$ cat src/rtl/alu_sequencer.sv
// Fetch/decode/execute/writeback controller driving an external 32-bit ALU.
// Owns pc, a 16x32 register file and the F1/F2 flags; minimum 4 cycles per instruction.
module alu_sequencer #(
    parameter int BRANCH_REG    = 8,
    parameter int FETCH_TIMEOUT = 255
) (
    input  logic        clock,
    input  logic        reset_n,
    input  logic        start,
    input  logic [31:0] start_pc,
    output logic        imem_req,
    output logic [31:0] imem_addr,
    input  logic        imem_ack,
    input  logic [31:0] imem_rdata,
    output logic        alu_en,
    output logic [5:0]  alu_op,
    output logic [31:0] alu_a,
    output logic [31:0] alu_b,
    output logic [15:0] alu_value,
    output logic        alu_highlow,
    output logic        alu_f1,
    output logic        alu_f2,
    input  logic [31:0] alu_c,
    input  logic        alu_f3,
    output logic [31:0] pc,
    output logic        busy,
    output logic        halted,
    output logic        fault,
    output logic        retire
);
    localparam logic [2:0] S_IDLE   = 3'd0;
    localparam logic [2:0] S_FETCH  = 3'd1;
    localparam logic [2:0] S_DECODE = 3'd2;
    localparam logic [2:0] S_EXEC   = 3'd3;
    localparam logic [2:0] S_WB     = 3'd4;
    localparam logic [2:0] S_HALT   = 3'd5;

    localparam int         TW = (FETCH_TIMEOUT < 2) ? 1 : $clog2(FETCH_TIMEOUT + 1);
    localparam logic [3:0] BR = 4'(BRANCH_REG);

    logic [2:0]    state;
    logic [31:0]   instr;
    logic [31:0]   rf [16];
    logic          f1, f2;
    logic [TW-1:0] tcnt;
    logic [31:0]   res_c;
    logic          res_f;

    logic [5:0]  op;
    logic [3:0]  rd, ra, rb;
    logic [15:0] imm;

    assign op  = instr[31:26];
    assign rd  = instr[25:22];
    assign ra  = instr[21:18];
    assign rb  = instr[17:14];
    assign imm = instr[15:0];

    // Handshake and status outputs decode straight from state so reset kills them at once.
    assign imem_req  = (state == S_FETCH);
    assign imem_addr = pc;
    assign alu_en    = (state == S_EXEC);
    assign alu_op    = op;
    assign alu_f1    = f1;
    assign alu_f2    = f2;
    assign busy      = (state != S_IDLE) && (state != S_HALT);
    assign halted    = (state == S_HALT);
    assign retire    = (state == S_WB);

    always_ff @(posedge clock or negedge reset_n) begin
        if (!reset_n) begin
            state       <= S_IDLE;
            pc          <= 32'd0;
            instr       <= 32'd0;
            f1          <= 1'b0;
            f2          <= 1'b0;
            fault       <= 1'b0;
            tcnt        <= '0;
            res_c       <= 32'd0;
            res_f       <= 1'b0;
            alu_a       <= 32'd0;
            alu_b       <= 32'd0;
            alu_value   <= 16'd0;
            alu_highlow <= 1'b0;
            for (int i = 0; i < 16; i++) rf[i] <= 32'd0;
        end else begin
            case (state)
                S_IDLE, S_HALT: begin
                    if (start) begin
                        state <= S_FETCH;
                        pc    <= start_pc;
                        fault <= 1'b0;
                        tcnt  <= '0;
                    end
                end
                S_FETCH: begin
                    if (imem_ack) begin
                        instr <= imem_rdata;
                        state <= S_DECODE;
                    end else if (tcnt == TW'(FETCH_TIMEOUT - 1)) begin
                        fault <= 1'b1;
                        state <= S_HALT;
                    end else begin
                        tcnt <= tcnt + TW'(1);
                    end
                end
                S_DECODE: begin
                    alu_a       <= 32'd0;
                    alu_b       <= 32'd0;
                    alu_value   <= 16'd0;
                    alu_highlow <= 1'b0;
                    if (op <= 6'd3 || (op >= 6'd8 && op <= 6'd10)) begin
                        alu_a <= rf[ra];
                        alu_b <= rf[rb];
                    end else if (op == 6'd4 || op == 6'd7) begin
                        alu_a <= rf[ra];
                    end else if (op == 6'd5 || op == 6'd6) begin
                        alu_a       <= rf[rd];
                        alu_value   <= imm;
                        alu_highlow <= (op == 6'd6);
                    end
                    if (op == 6'd63) begin
                        state <= S_HALT;
                    end else if (op >= 6'd16) begin
                        fault <= 1'b1;
                        state <= S_HALT;
                    end else begin
                        state <= S_EXEC;
                    end
                end
                S_EXEC: begin
                    res_c <= alu_c;
                    res_f <= alu_f3;
                    state <= S_WB;
                end
                S_WB: begin
                    if (op <= 6'd7 && rd != 4'd0) rf[rd] <= res_c;
                    if (op >= 6'd8 && op <= 6'd13) begin
                        f2 <= f1;
                        f1 <= res_f;
                    end
                    if (op == 6'd14 || (op == 6'd15 && f1)) pc <= rf[BR];
                    else                                    pc <= pc + 32'd1;
                    tcnt  <= '0;
                    state <= S_FETCH;
                end
                default: state <= S_IDLE;
            endcase
        end
    end
endmodule
$ cat config.mk
export PLATFORM = sky130hd
export DESIGN_NAME = alu_sequencer
export DESIGN_NICKNAME = d
export VERILOG_FILES = /design/src/rtl/alu_sequencer.sv
export SDC_FILE = /design/constraint.sdc
export NUM_CORES = 1
export LEC_CHECK = 0
export BUFFER_PORTS_ARGS = -buffer_cell sky130_fd_sc_hd__buf_2
export CORE_UTILIZATION = 56
export CTS_CLUSTER_DIAMETER = 30
export DETAILED_ROUTE_END_ITERATION = 8
export PLACE_DENSITY = 0.82
export SKIP_CTS_REPAIR_TIMING = 1
export SYNTH_ARGS = -nofsm -noshare
export SYNTH_HDL_FRONTEND = slang
export SYNTH_SLANG_ARGS = --single-unit
$ cat constraint.sdc
create_clock -name clock -period 2.5 [get_ports clock]
set_clock_uncertainty 0.2 [all_clocks]
set_input_delay 0.125 -clock clock [delete_from_list [all_inputs] [get_ports clock]]
set_output_delay 0.125 -clock clock [all_outputs]
set_load 0.02 [all_outputs]
==> results by group <==
CTS
  • CTS sink cnt: between 700 and 800
  • TritonCTS buffer count: 143
  • CTS clk-pin slew, worst paths: about 0.06 ns
  • Clk Tree Root Cell: clkbuf_16
  • CTS Buffer Depth: 3
  • TritonCTS clock tree: done
  • Clk_lat worst skew: ~0.74 ns
  • H-tree depth: 4

Finish
  • Storage element area: 17,650 um^2
  • Final Instance Count excl. Fillers: between 4,000 and 5,000
  • Fillcell total: 3,962
  • Layout Area Growth over Synthesis: 27.53%
  • Multi-input logic area: between 20,000 and 25,000 um^2
  • NumNets Final: about 3,300
  • Share of layout cells above drive strength 1: 0.5419
  • Final instance area: 50,780 um^2
  • Final core utilization: 0.7239

Setup path
  • Crit path DAT: roughly 3.0 ns
  • Critical-path cell list: buf_4, mux4_2, mux2_2, a22oi_1, nand3_1
  • Crit-path max FO: 12
  • Crit path kind: reg2reg
  • Crit path launch type: register
  • Slowest CP cell: dfrtp_4
  • CP peak stage delay: 0.61 ns
  • Critical Path RT: 2.82 ns
  • CP endpoint kind: register

Logic synthesis
  • Synth Area per Inst: about 14 um^2
  • Count of unique library cells instantiated by Yosys: 67
  • Cell area after synthesis: between 30,000 and 40,000 um^2
  • Seq/Total Area, Yosys: 0.4424
  • Count leader, synth: dfrtp_1
  • Syn_nets: between 2,000 and 3,000
  • Number of flops mapped to enable cells by yosys: 0
  • Yosys reg bits: 704
  • Complex-gate fraction of the synthesized area: 0.06473
  • Simple-gate portion of the synthesized area: 0.03943
  • Synth Area in XOR/XNOR: 0.003739
  • Synth Area in Adders: 0.001697
  • Synth top cells by count: dfrtp_1 (704), mux2_2 (542), mux4_2 (385)
  • Cell count after synthesis: 2,772
  • Primary FF master, synth: dfrtp_1
  • Asr flop ratio synth: 1.000
  • Post-synth top area cell: dfrtp_1
  • Post-synthesis mux area share: 0.4074
  • Ys Warns: 0
  • Largest family of logic cells by synthesized area: multiplexers
  • Post-synth top area share: 0.4424
  • Synth area leaders: dfrtp_1 (44%), mux4_2 (22%), mux2_2 (15%), mux2_4 (2.3%), clkbuf_1 (1.6%)

Timing
  • Setup TNS Final: -13.16 ns
  • Setup WS post-layout: -0.1798 ns
  • Slew @ Worst Pin: between 0.7 and 0.8 ns
  • Final setup vio count: a little under 300
  • Final period util: 1.072
  • Fin crit period: approximately 2.7 ns
  • Final hold viol count: 8
  • Fmax achieved: roughly 370 MHz
  • Pins Over Slew Limit: 0
  • RSZ-0062 raised after global routing: yes
  • Worst hold slack: -0.03651 ns
  • Slew HR: 0.4835

Floorplan
  • I/O pin cnt: 260
  • Core Rows: 97
  • Initial Util: 0.5676
  • Die ar.: 72,180 um^2
  • Die width: 268.7 um
  • Area of the core: ~70,000 um^2
  • Die span in y: roughly 270 um

Job
  • Count of max-cap constraint violations: 0

Outcome
  • Outcome: finished with violations
  • Failing checks: hold timing, setup timing

Detailed routing
  • Total number of vias: approximately 32,000
  • DRT iter0 DRCs: 4,684
  • Wire per inst: ~34 um
  • Vias/cell: ~7.4
  • DRC Markers: 0
  • First-pass iteration count of the detailed router: 8
  • Detailed Route WL: 145,400 um
  • Post-DRT Antenna Nets: 0

GRT
  • Initial antenna violation count: 7
  • Number of global-route vias before repair: between 30,000 and 40,000
  • GRT Util Overall: 0.3704
  • First-pass GRT wire length: around 200,000 um
  • Grt total ovfl: 0
  • Largest net degree at the start of global routing: between 80 and 90

Placed design
  • DP Wirelength: about 81,000 um
  • Placed Area: roughly 43,000 um^2
  • Port Buffer Count: between 200 and 300
  • Placed cell count: roughly 3,800
  • GP Congestion: between 0.9 and 1

Power
  • P_leak: 0.02306 uW
  • Pwr dens: around 1300 nW/um^2
  • Maximum VDD drop: approximately 0.95 mV

Worst hold path
  • Hold Crit Class: in2reg
state kept, by name, summed over array words and instances (netlist names), 3 cells and up:
name,flops
instr,32
state,3
alu_value,16
alu_b,32
tcnt,8
res_c,32
rf,512
imem_addr,32
alu_a,32
placed cells by master (no fill, tap or decap), drive strengths merged, types with 40 or more instances in the layout:
cell and instances:
nor2 59, o22ai 51, buf 491, mux4 385, dfrtp 704, nor2b 40, mux2 609, nand2 51
mux2i 47, dlygate4sd3 144, clkbuf 185, a22o 54, a21oi 77
worst paths after layout:
check / from / endpoint / slack [ns] / cells past startpoint
setup / recovery: instr[24] / alu_a[14] / -0.18 / 5
setup reg to reg: instr[24] / alu_a[14] / -0.18 / 5
max in group asynchronous: reset_n / instr[19] / 1.50 / 3
min in group asynchronous: reset_n / imem_addr[9] / 0.03 / 3
hold reg to reg: rf[487] / rf[487] / 0.22 / 0
hold / removal: imem_rdata[13] / instr[13] / -0.04 / 3
worst max-delay path, delay by kind of cell (launching register included):
kind                   cells  cell delay, ns
flip-flops                 1            0.61
buffers and inverters      1            0.32
multiplexers               2            0.81
AND/OR/NAND/NOR            1            0.30
AO/OA/AOI/OAI              1            0.23
report_power, final:
group	internal [uW]	switching [uW]	leakage, uW
sequential	14800	5860	0.00955
combinational	12900	13300	0.0110
clock	13300	6990	0.00248
layout make-up:
cell class / instances / area share
diodes: 2 / 0.00009855
clock buffers: 177 / 0.07823
clock inverters: 90 / 0.02301
inverters: 9 / 0.0008131
multi-input cells: 1721 / 0.4127
flip-flops and latches: 704 / 0.3476
well taps: 940 / 0.02316
repair buffers: 643 / 0.1143
through the flow:
stage | setup slack (ns) | total power (uW)
6_report | -0.1798 | 67130
5_1_grt | -0.1995 | 68810
4_1_cts | -0.3119 | 64230
3_5_place_dp | -0.2307 | 43650
3_3_place_gp | -0.2293 | 42610
2_1_floorplan | 0.03260 | 34670
metal layers:
metal	share of wire	GRT usage
met5	0.0011	0
met2	0.45	0.5655
met1	0.33	0.4652
met3	0.14	0.1188
met4	0.078	0.2187
cell families after synthesis:
family                   Yosys count
AND/OR/NAND/NOR                  293
AO/OA/AOI/OAI                    364
adder cells (fa/ha/maj)            6
buffers and inverters            347
XOR/XNOR                          17
flip-flops                       704
multiplexers                    1041
Power figures use the tool's default switching activity.
